$ cat src/rtl/fir_out_requant.sv
`default_nettype none
// fir_out_requant: round-half-up + saturate a wide FIR output to OUT_W bits, then buffer it in a FIFO behind a valid/ready stream.
// Optional build macro FIR_REQUANT_SATCNT_EN adds a 16-bit saturating count of clamped samples.
module fir_out_requant #(
  parameter int IN_W       = 32,
  parameter int OUT_W      = 16,
  parameter int SHIFT      = 15,
  parameter int FIFO_DEPTH = 8
) (
  input  logic                          CLK,
  input  logic                          reset,
  input  logic [IN_W-1:0]               data_in,
  input  logic                          in_valid,
  output logic [OUT_W-1:0]              data_out,
  output logic                          out_valid,
  input  logic                          out_ready,
  output logic                          sat_flag,
  output logic                          drop_flag,
`ifdef FIR_REQUANT_SATCNT_EN
  output logic [15:0]                   sat_count,
`endif
  output logic [$clog2(FIFO_DEPTH):0]   fifo_level
);

  localparam int AW = $clog2(FIFO_DEPTH);
  localparam int LW = AW + 1;
  localparam int SW = IN_W + 1;

  localparam logic signed [SW-1:0] HALF   = $signed({{(SW-1){1'b0}}, 1'b1} << (SHIFT - 1));
  localparam logic signed [SW-1:0] SAT_HI = $signed({{(IN_W-OUT_W+2){1'b0}}, {(OUT_W-1){1'b1}}});
  localparam logic signed [SW-1:0] SAT_LO = $signed({{(IN_W-OUT_W+2){1'b1}}, {(OUT_W-1){1'b0}}});
  localparam logic [LW-1:0]        FULL_LEVEL = LW'(FIFO_DEPTH);

  if (SHIFT < 1 || SHIFT > IN_W - OUT_W + 1) begin : g_bad_shift
    $error("fir_out_requant: SHIFT out of range");
  end
  if (FIFO_DEPTH < 4 || (FIFO_DEPTH & (FIFO_DEPTH - 1)) != 0) begin : g_bad_depth
    $error("fir_out_requant: FIFO_DEPTH must be a power of two >= 4");
  end

  // ---------------- stage 1: round half up, drop SHIFT fraction bits
  logic signed [SW-1:0] ext;
  logic signed [SW-1:0] rounded;
  logic signed [SW-1:0] s1;
  logic                 v1;

  assign ext     = $signed({data_in[IN_W-1], data_in});
  assign rounded = ext + HALF;

  always_ff @(posedge CLK) begin
    if (!reset) begin
      v1 <= 1'b0;
      s1 <= '0;
    end else begin
      v1 <= in_valid;
      if (in_valid) begin
        s1 <= rounded >>> SHIFT;
      end
    end
  end

  // ---------------- stage 2: clamp on the full-width shifted value
  logic                 over_hi;
  logic                 over_lo;
  logic                 clamp;
  logic [OUT_W-1:0]     clamped;
  logic [OUT_W-1:0]     q2;
  logic                 v2;

  always_comb begin
    over_hi = (s1 > SAT_HI);
    over_lo = (s1 < SAT_LO);
    clamp   = over_hi || over_lo;
    if (over_hi) begin
      clamped = SAT_HI[OUT_W-1:0];
    end else if (over_lo) begin
      clamped = SAT_LO[OUT_W-1:0];
    end else begin
      clamped = s1[OUT_W-1:0];
    end
  end

  always_ff @(posedge CLK) begin
    if (!reset) begin
      v2       <= 1'b0;
      q2       <= '0;
      sat_flag <= 1'b0;
    end else begin
      v2 <= v1;
      if (v1) begin
        q2 <= clamped;
      end
      if (v1 && clamp) begin
        sat_flag <= 1'b1;
      end
    end
  end

`ifdef FIR_REQUANT_SATCNT_EN
  always_ff @(posedge CLK) begin
    if (!reset) begin
      sat_count <= '0;
    end else if (v1 && clamp && sat_count != 16'hFFFF) begin
      sat_count <= sat_count + 16'd1;
    end
  end
`endif

  // ---------------- output FIFO with registered head
  logic [OUT_W-1:0] mem [FIFO_DEPTH];
  logic [AW-1:0]    wr_ptr;
  logic [AW-1:0]    rd_ptr;
  logic [AW-1:0]    rd_next;
  logic [LW-1:0]    held_cnt;
  logic [LW-1:0]    level_next;
  logic             pop;
  logic             full;
  logic             push;
  logic             drop;

  always_comb begin
    pop        = out_valid && out_ready;
    full       = (fifo_level == FULL_LEVEL);
    push       = v2 && (!full || pop);
    drop       = v2 && full && !pop;
    rd_next    = pop ? rd_ptr + AW'(1) : rd_ptr;
    held_cnt   = pop ? fifo_level - LW'(1) : fifo_level;
    level_next = push ? held_cnt + LW'(1) : held_cnt;
  end

  always_ff @(posedge CLK) begin
    if (push) begin
      mem[wr_ptr] <= q2;
    end
  end

  // The head is presented only from entries already stored before this edge,
  // so a freshly written sample never falls straight through to data_out.
  always_ff @(posedge CLK) begin
    if (!reset) begin
      wr_ptr     <= '0;
      rd_ptr     <= '0;
      fifo_level <= '0;
      out_valid  <= 1'b0;
      data_out   <= '0;
      drop_flag  <= 1'b0;
    end else begin
      rd_ptr     <= rd_next;
      fifo_level <= level_next;
      out_valid  <= (held_cnt != '0);
      if (push) begin
        wr_ptr <= wr_ptr + AW'(1);
      end
      if (held_cnt != '0) begin
        data_out <= mem[rd_next];
      end
      if (drop) begin
        drop_flag <= 1'b1;
      end
    end
  end

endmodule
`default_nettype wire

$ cat config.mk
export PLATFORM = sky130hd
export DESIGN_NAME = fir_out_requant
export DESIGN_NICKNAME = d
export VERILOG_FILES = /design/src/rtl/fir_out_requant.sv
export SDC_FILE = /design/constraint.sdc
export NUM_CORES = 1
export LEC_CHECK = 0
export ABC_AREA = 0
export CAP_MARGIN = 40
export CORE_ASPECT_RATIO = 0.9
export CORE_MARGIN = 8
export CORE_UTILIZATION = 28
export DETAILED_ROUTE_END_ITERATION = 7
export PLACE_DENSITY = 0.49
export SLEW_MARGIN = 25
export SYNTH_ARGS = -nofsm -noshare
export SYNTH_HDL_FRONTEND = slang
export SYNTH_SLANG_ARGS = --single-unit
$ cat constraint.sdc
create_clock -name CLK -period 3.3 [get_ports CLK]
set_input_delay 0.33 -clock CLK [delete_from_list [all_inputs] [get_ports CLK]]
set_output_delay 0.33 -clock CLK [all_outputs]
set_load 0.1 [all_outputs]
==> impl_metrics.prom <==
# TYPE chip_impl_metric gauge
chip_impl_info{name="status",value="completed"} 1
chip_impl_metric{name="cts_resized",unit=""} 0
chip_impl_metric{name="gp_congestion",unit=""} 0.7121
chip_impl_metric{name="finish.utilization",unit="%"} 34.71
chip_impl_metric{name="cts.reportedPaths.clkPinSlew",unit="ns"} 0.07
chip_impl_metric{name="clockBufferDepth",unit=""} 2
chip_impl_metric{name="timing.final.crit_share",unit="%"} 72.60
chip_impl_info{name="cts_root_buf",value="sky130_fd_sc_hd__clkbuf_16"} 1
chip_impl_metric{name="fp-row-count",unit=""} 61
chip_impl_metric{name="syn_to_final_growth",unit="%"} 21.65
chip_impl_metric{name="antenna_violations_before_repair",unit=""} 1
chip_impl_metric{name="timing.max_cap.violations",unit=""} 0
chip_impl_info{name="top_cell_by_count_worst_path",value="sky130_fd_sc_hd__buf_4"} 1
chip_impl_metric{name="p_leak",unit="nW"} 3.392
chip_impl_info{name="setup.worst_path.class",value="primary input to flop"} 1
chip_impl_metric{name="synth_cell_type_count",unit=""} 40
chip_impl_metric{name="finalWorstSetupSlack",unit="ns"} 0.9042
chip_impl_metric{name="cts_hold_buffers",unit=""} 0
chip_impl_metric{name="synthesis.nets",unit=""} 863
chip_impl_metric{name="synthesis.yosys.warnings",unit=""} 0
chip_impl_metric{name="grtUsageTotal",unit="%"} 12.42
chip_impl_metric{name="post_synth.cell_area_avg",unit="sq um"} 10.78
chip_impl_metric{name="slew-limit-headroom",unit="%"} 55.16
chip_impl_info{name="synth_most_common_cell",value="sky130_fd_sc_hd__edfxtp_1"} 1
chip_impl_metric{name="asyncSetResetFlopFracSynth",unit="%"} 0
chip_impl_metric{name="syn-cell-area",unit="sq um"} 8842
chip_impl_metric{name="seq_area_frac_synth",unit="%"} 58.19
chip_impl_metric{name="antenna_cells_inserted",unit=""} 0
chip_impl_metric{name="timing.final.crit_period",unit="ns"} 2.396
chip_impl_metric{name="cts.repair_timing.setup_buffer_count",unit=""} 0
chip_impl_metric{name="clk_latency",unit="ns"} 0.43
chip_impl_info{name="worst_path_dominant_cell_family",value="buffers and inverters"} 1
chip_impl_metric{name="crit_path_max_fanout",unit=""} 21
chip_impl_metric{name="synth_edf_count",unit=""} 128
chip_impl_metric{name="floorplan.core_area",unit="sq um"} 30990
chip_impl_info{name="startpoint_of_the_lowest_slack_register_to_register_path",value="out_valid"} 1
chip_impl_metric{name="drt-wirelength-per-cell",unit="um"} 17.83
chip_impl_metric{name="detail-route-antenna-nets",unit=""} 0
chip_impl_metric{name="slew_violations",unit=""} 0
chip_impl_info{name="synth_common_cells",value="sky130_fd_sc_hd__edfxtp_1 (128), sky130_fd_sc_hd__nand3_1 (73), sky130_fd_sc_hd__nor3_1 (69)"} 1
chip_impl_metric{name="drc_errors",unit=""} 0
chip_impl_metric{name="first_pass_iters",unit=""} 5
chip_impl_metric{name="final.setup.tns",unit="ns"} 0
chip_impl_metric{name="finalSetupViolCount",unit=""} 0
chip_impl_info{name="crit_chain",value="clkdlybuf4s50_1, and2_2, buf_4, xnor2_1, ha_1, a31oi_2, buf_4, a32o_1, a31o_1"} 1
chip_impl_info{name="worst_setup_startpoint",value="out_ready"} 1
chip_impl_metric{name="drt-total-wl",unit="um"} 22920
chip_impl_metric{name="fp.dieH",unit="um"} 184.6
chip_impl_metric{name="place_hpwl",unit="um"} 13650
chip_impl_metric{name="grt_first_pass_wirelength",unit="um"} 36430
chip_impl_info{name="min-delay-start",value="in_valid"} 1
chip_impl_info{name="netlist.top_cell.by_area",value="sky130_fd_sc_hd__edfxtp_1"} 1
chip_impl_metric{name="post_route_cells_drive_above_1_share",unit="%"} 11.17
chip_impl_metric{name="floorplan.initialDensity",unit="%"} 28.54
chip_impl_metric{name="critical_path_required",unit="ns"} 3.62
chip_impl_info{name="hold_path_class",value="primary input to flop"} 1
chip_impl_metric{name="ir_drop",unit="mV"} 0.3954
chip_impl_metric{name="worst-slew-pin-transition",unit="ns"} 0.6701
chip_impl_metric{name="grt_pass1_vias",unit=""} 6435
chip_impl_info{name="synthTopCellsByArea",value="sky130_fd_sc_hd__edfxtp_1 (43%), sky130_fd_sc_hd__dfxtp_1 (15%), sky130_fd_sc_hd__nand3_1 (4.1%), sky130_fd_sc_hd__nor3_1 (3.9%), sky130_fd_sc_hd__nand2b_1 (3.6%)"} 1
chip_impl_info{name="rsz0062_at_grt",value="false"} 1
chip_impl_metric{name="clock-sinks",unit=""} 193
chip_impl_metric{name="worst_path_largest_cell_delay",unit="ns"} 0.51
chip_impl_metric{name="ys_seq_elements",unit=""} 193
chip_impl_metric{name="drt_iter0_drc",unit=""} 414
chip_impl_metric{name="post_drt_via_cell_ratio",unit=""} 4.956
chip_impl_metric{name="place_ws",unit="ns"} 0.4445
chip_impl_info{name="endpoint_kind",value="flop"} 1
chip_impl_metric{name="number_of_primary_i_o_pins",unit=""} 59
chip_impl_metric{name="fp.dieArea",unit="sq um"} 37530
chip_impl_metric{name="finalHoldViolations",unit=""} 0
chip_impl_metric{name="synthCells",unit=""} 820
chip_impl_info{name="critPathLaunchType",value="primary input"} 1
chip_impl_info{name="cts_tree",value="yes"} 1
chip_impl_metric{name="cts-htree-levels",unit=""} 4
chip_impl_metric{name="fp.dieW",unit="um"} 203.3
chip_impl_metric{name="grt_overflow_total",unit=""} 0
chip_impl_metric{name="finClkSkew",unit="ns"} 0.01323
chip_impl_metric{name="worst_ep_arrival_time",unit="ns"} 2.72
chip_impl_metric{name="achievable-frequency",unit="MHz"} 417.4
chip_impl_metric{name="final.fill_count",unit=""} 3128
chip_impl_metric{name="p_per_area",unit="nW/um^2"} 719.6
chip_impl_metric{name="worst-path-buf-inv",unit=""} 3
chip_impl_metric{name="place.port_buffers",unit=""} 44
chip_impl_info{name="timing.critical_path.slowest_stage_cell",value="sky130_fd_sc_hd__clkdlybuf4s50_1"} 1
chip_impl_metric{name="fraction_of_post_synthesis_cell_area_in_the_top_cell_type_by_area",unit="%"} 43.47
chip_impl_metric{name="cts_made_buffers",unit=""} 17
chip_impl_metric{name="power.total",unit="mW"} 7.741
chip_impl_metric{name="grt_max_degree",unit=""} 121
chip_impl_metric{name="detailroute.via_count",unit=""} 6374
chip_impl_info{name="synth_top_flop_cell",value="sky130_fd_sc_hd__edfxtp_1"} 1
chip_impl_metric{name="finish.net_count",unit=""} 907
==> state kept, by name, summed over array words and instances, names as in the netlist <==
signal,cells
wr_ptr,3
rd_ptr,3
drop_flag,1
data_out,16
fifo_level,4
s1,18
q2,16
v1,1
mem,128
sat_flag,1
v2,1
out_valid,1
==> layout by cell type (no fill, tap or decap), types with 2 or more instances in the layout <==
| cell | count |
|---|---|
| sky130_fd_sc_hd__and2_1 | 4 |
| sky130_fd_sc_hd__buf_16 | 3 |
| sky130_fd_sc_hd__nor3_1 | 65 |
| sky130_fd_sc_hd__nand2_1 | 20 |
| sky130_fd_sc_hd__ha_1 | 6 |
| sky130_fd_sc_hd__clkinvlp_4 | 4 |
| sky130_fd_sc_hd__a21oi_1 | 25 |
| sky130_fd_sc_hd__buf_12 | 6 |
| sky130_fd_sc_hd__edfxtp_1 | 128 |
| sky130_fd_sc_hd__dfxtp_1 | 63 |
| sky130_fd_sc_hd__mux2i_1 | 2 |
| sky130_fd_sc_hd__nor3_2 | 4 |
| sky130_fd_sc_hd__and3_1 | 2 |
| sky130_fd_sc_hd__buf_4 | 22 |
| sky130_fd_sc_hd__inv_8 | 3 |
| sky130_fd_sc_hd__a211oi_1 | 11 |
| sky130_fd_sc_hd__nand2b_1 | 51 |
| sky130_fd_sc_hd__a31oi_1 | 2 |
| sky130_fd_sc_hd__or3_1 | 2 |
| sky130_fd_sc_hd__xor2_1 | 13 |
| sky130_fd_sc_hd__nand3_1 | 73 |
| sky130_fd_sc_hd__or4_1 | 32 |
| sky130_fd_sc_hd__clkinv_2 | 2 |
| sky130_fd_sc_hd__and4_1 | 3 |
| sky130_fd_sc_hd__clkbuf_16 | 17 |
| sky130_fd_sc_hd__o22ai_1 | 32 |
| sky130_fd_sc_hd__a32o_1 | 16 |
| sky130_fd_sc_hd__inv_6 | 3 |
| sky130_fd_sc_hd__o211ai_1 | 32 |
| sky130_fd_sc_hd__a31o_1 | 16 |
| sky130_fd_sc_hd__xnor2_1 | 10 |
| sky130_fd_sc_hd__buf_8 | 19 |
| sky130_fd_sc_hd__nand4_1 | 3 |
| sky130_fd_sc_hd__clkdlybuf4s50_1 | 42 |
| sky130_fd_sc_hd__nor2_1 | 62 |
| sky130_fd_sc_hd__nor2b_1 | 36 |
| sky130_fd_sc_hd__inv_1 | 4 |
| sky130_fd_sc_hd__o21ai_0 | 20 |
==> area by class of cell <==
class	instances	area [sq um]	area share [%]
Clock buffer	18	439.2	4.083
Tap cell	409	511.7	4.757
Inverter	5	18.77	0.1745
Sequential cell	193	5150	47.88
Timing Repair Buffer	93	1079	10.03
Multi-Input combinational cell	554	3433	31.92
Clock inverter	14	125.1	1.163
==> where the power goes <==
part	leakage [nW]	internal [mW]	switching (mW)
sequential	1.72	2.71	0.145
combinational	1.40	1.09	1.82
clock	0.268	1.01	0.955
total	3.39	4.82	2.92
==> kinds of logic after synthesis <==
family                   synth area share [%]
AO/OA/AOI/OAI                           12.32
XOR/XNOR                                2.745
adder cells (fa/ha/maj)                0.9905
buffers and inverters                   3.665
flip-flops                              58.19
multiplexers                           0.2264
AND/OR/NAND/NOR                         21.86
==> stage by stage <==
step	cells	cell area [sq um]	hold WS, ns
after floorplan	820	8853	0.4547
after global placement	1232	9829	0.4602
after detailed placement	1254	10190	0.4624
after CTS	1286	10760	0.4053
after global routing	1286	10760	0.4394
final	1286	10760	0.4235
==> path summary, 6_finish.rpt <==
path                  endpoint  depth (start not counted)  slack (ns)
hold / removal          s1[15]                          2        0.42
setup / recovery  data_out[14]                          9        0.90
setup reg to reg  data_out[14]                          8        0.93
hold reg to reg      drop_flag                          2        0.48
==> routing by layer <==
metal / wire (um) / GRT usage [%]
met1: 10910 / 16.00
met2: 10780 / 20.52
met3: 874 / 2.755
met4: 360 / 3.913
met5: 0 / 0
Power figures use the tool's default switching activity.
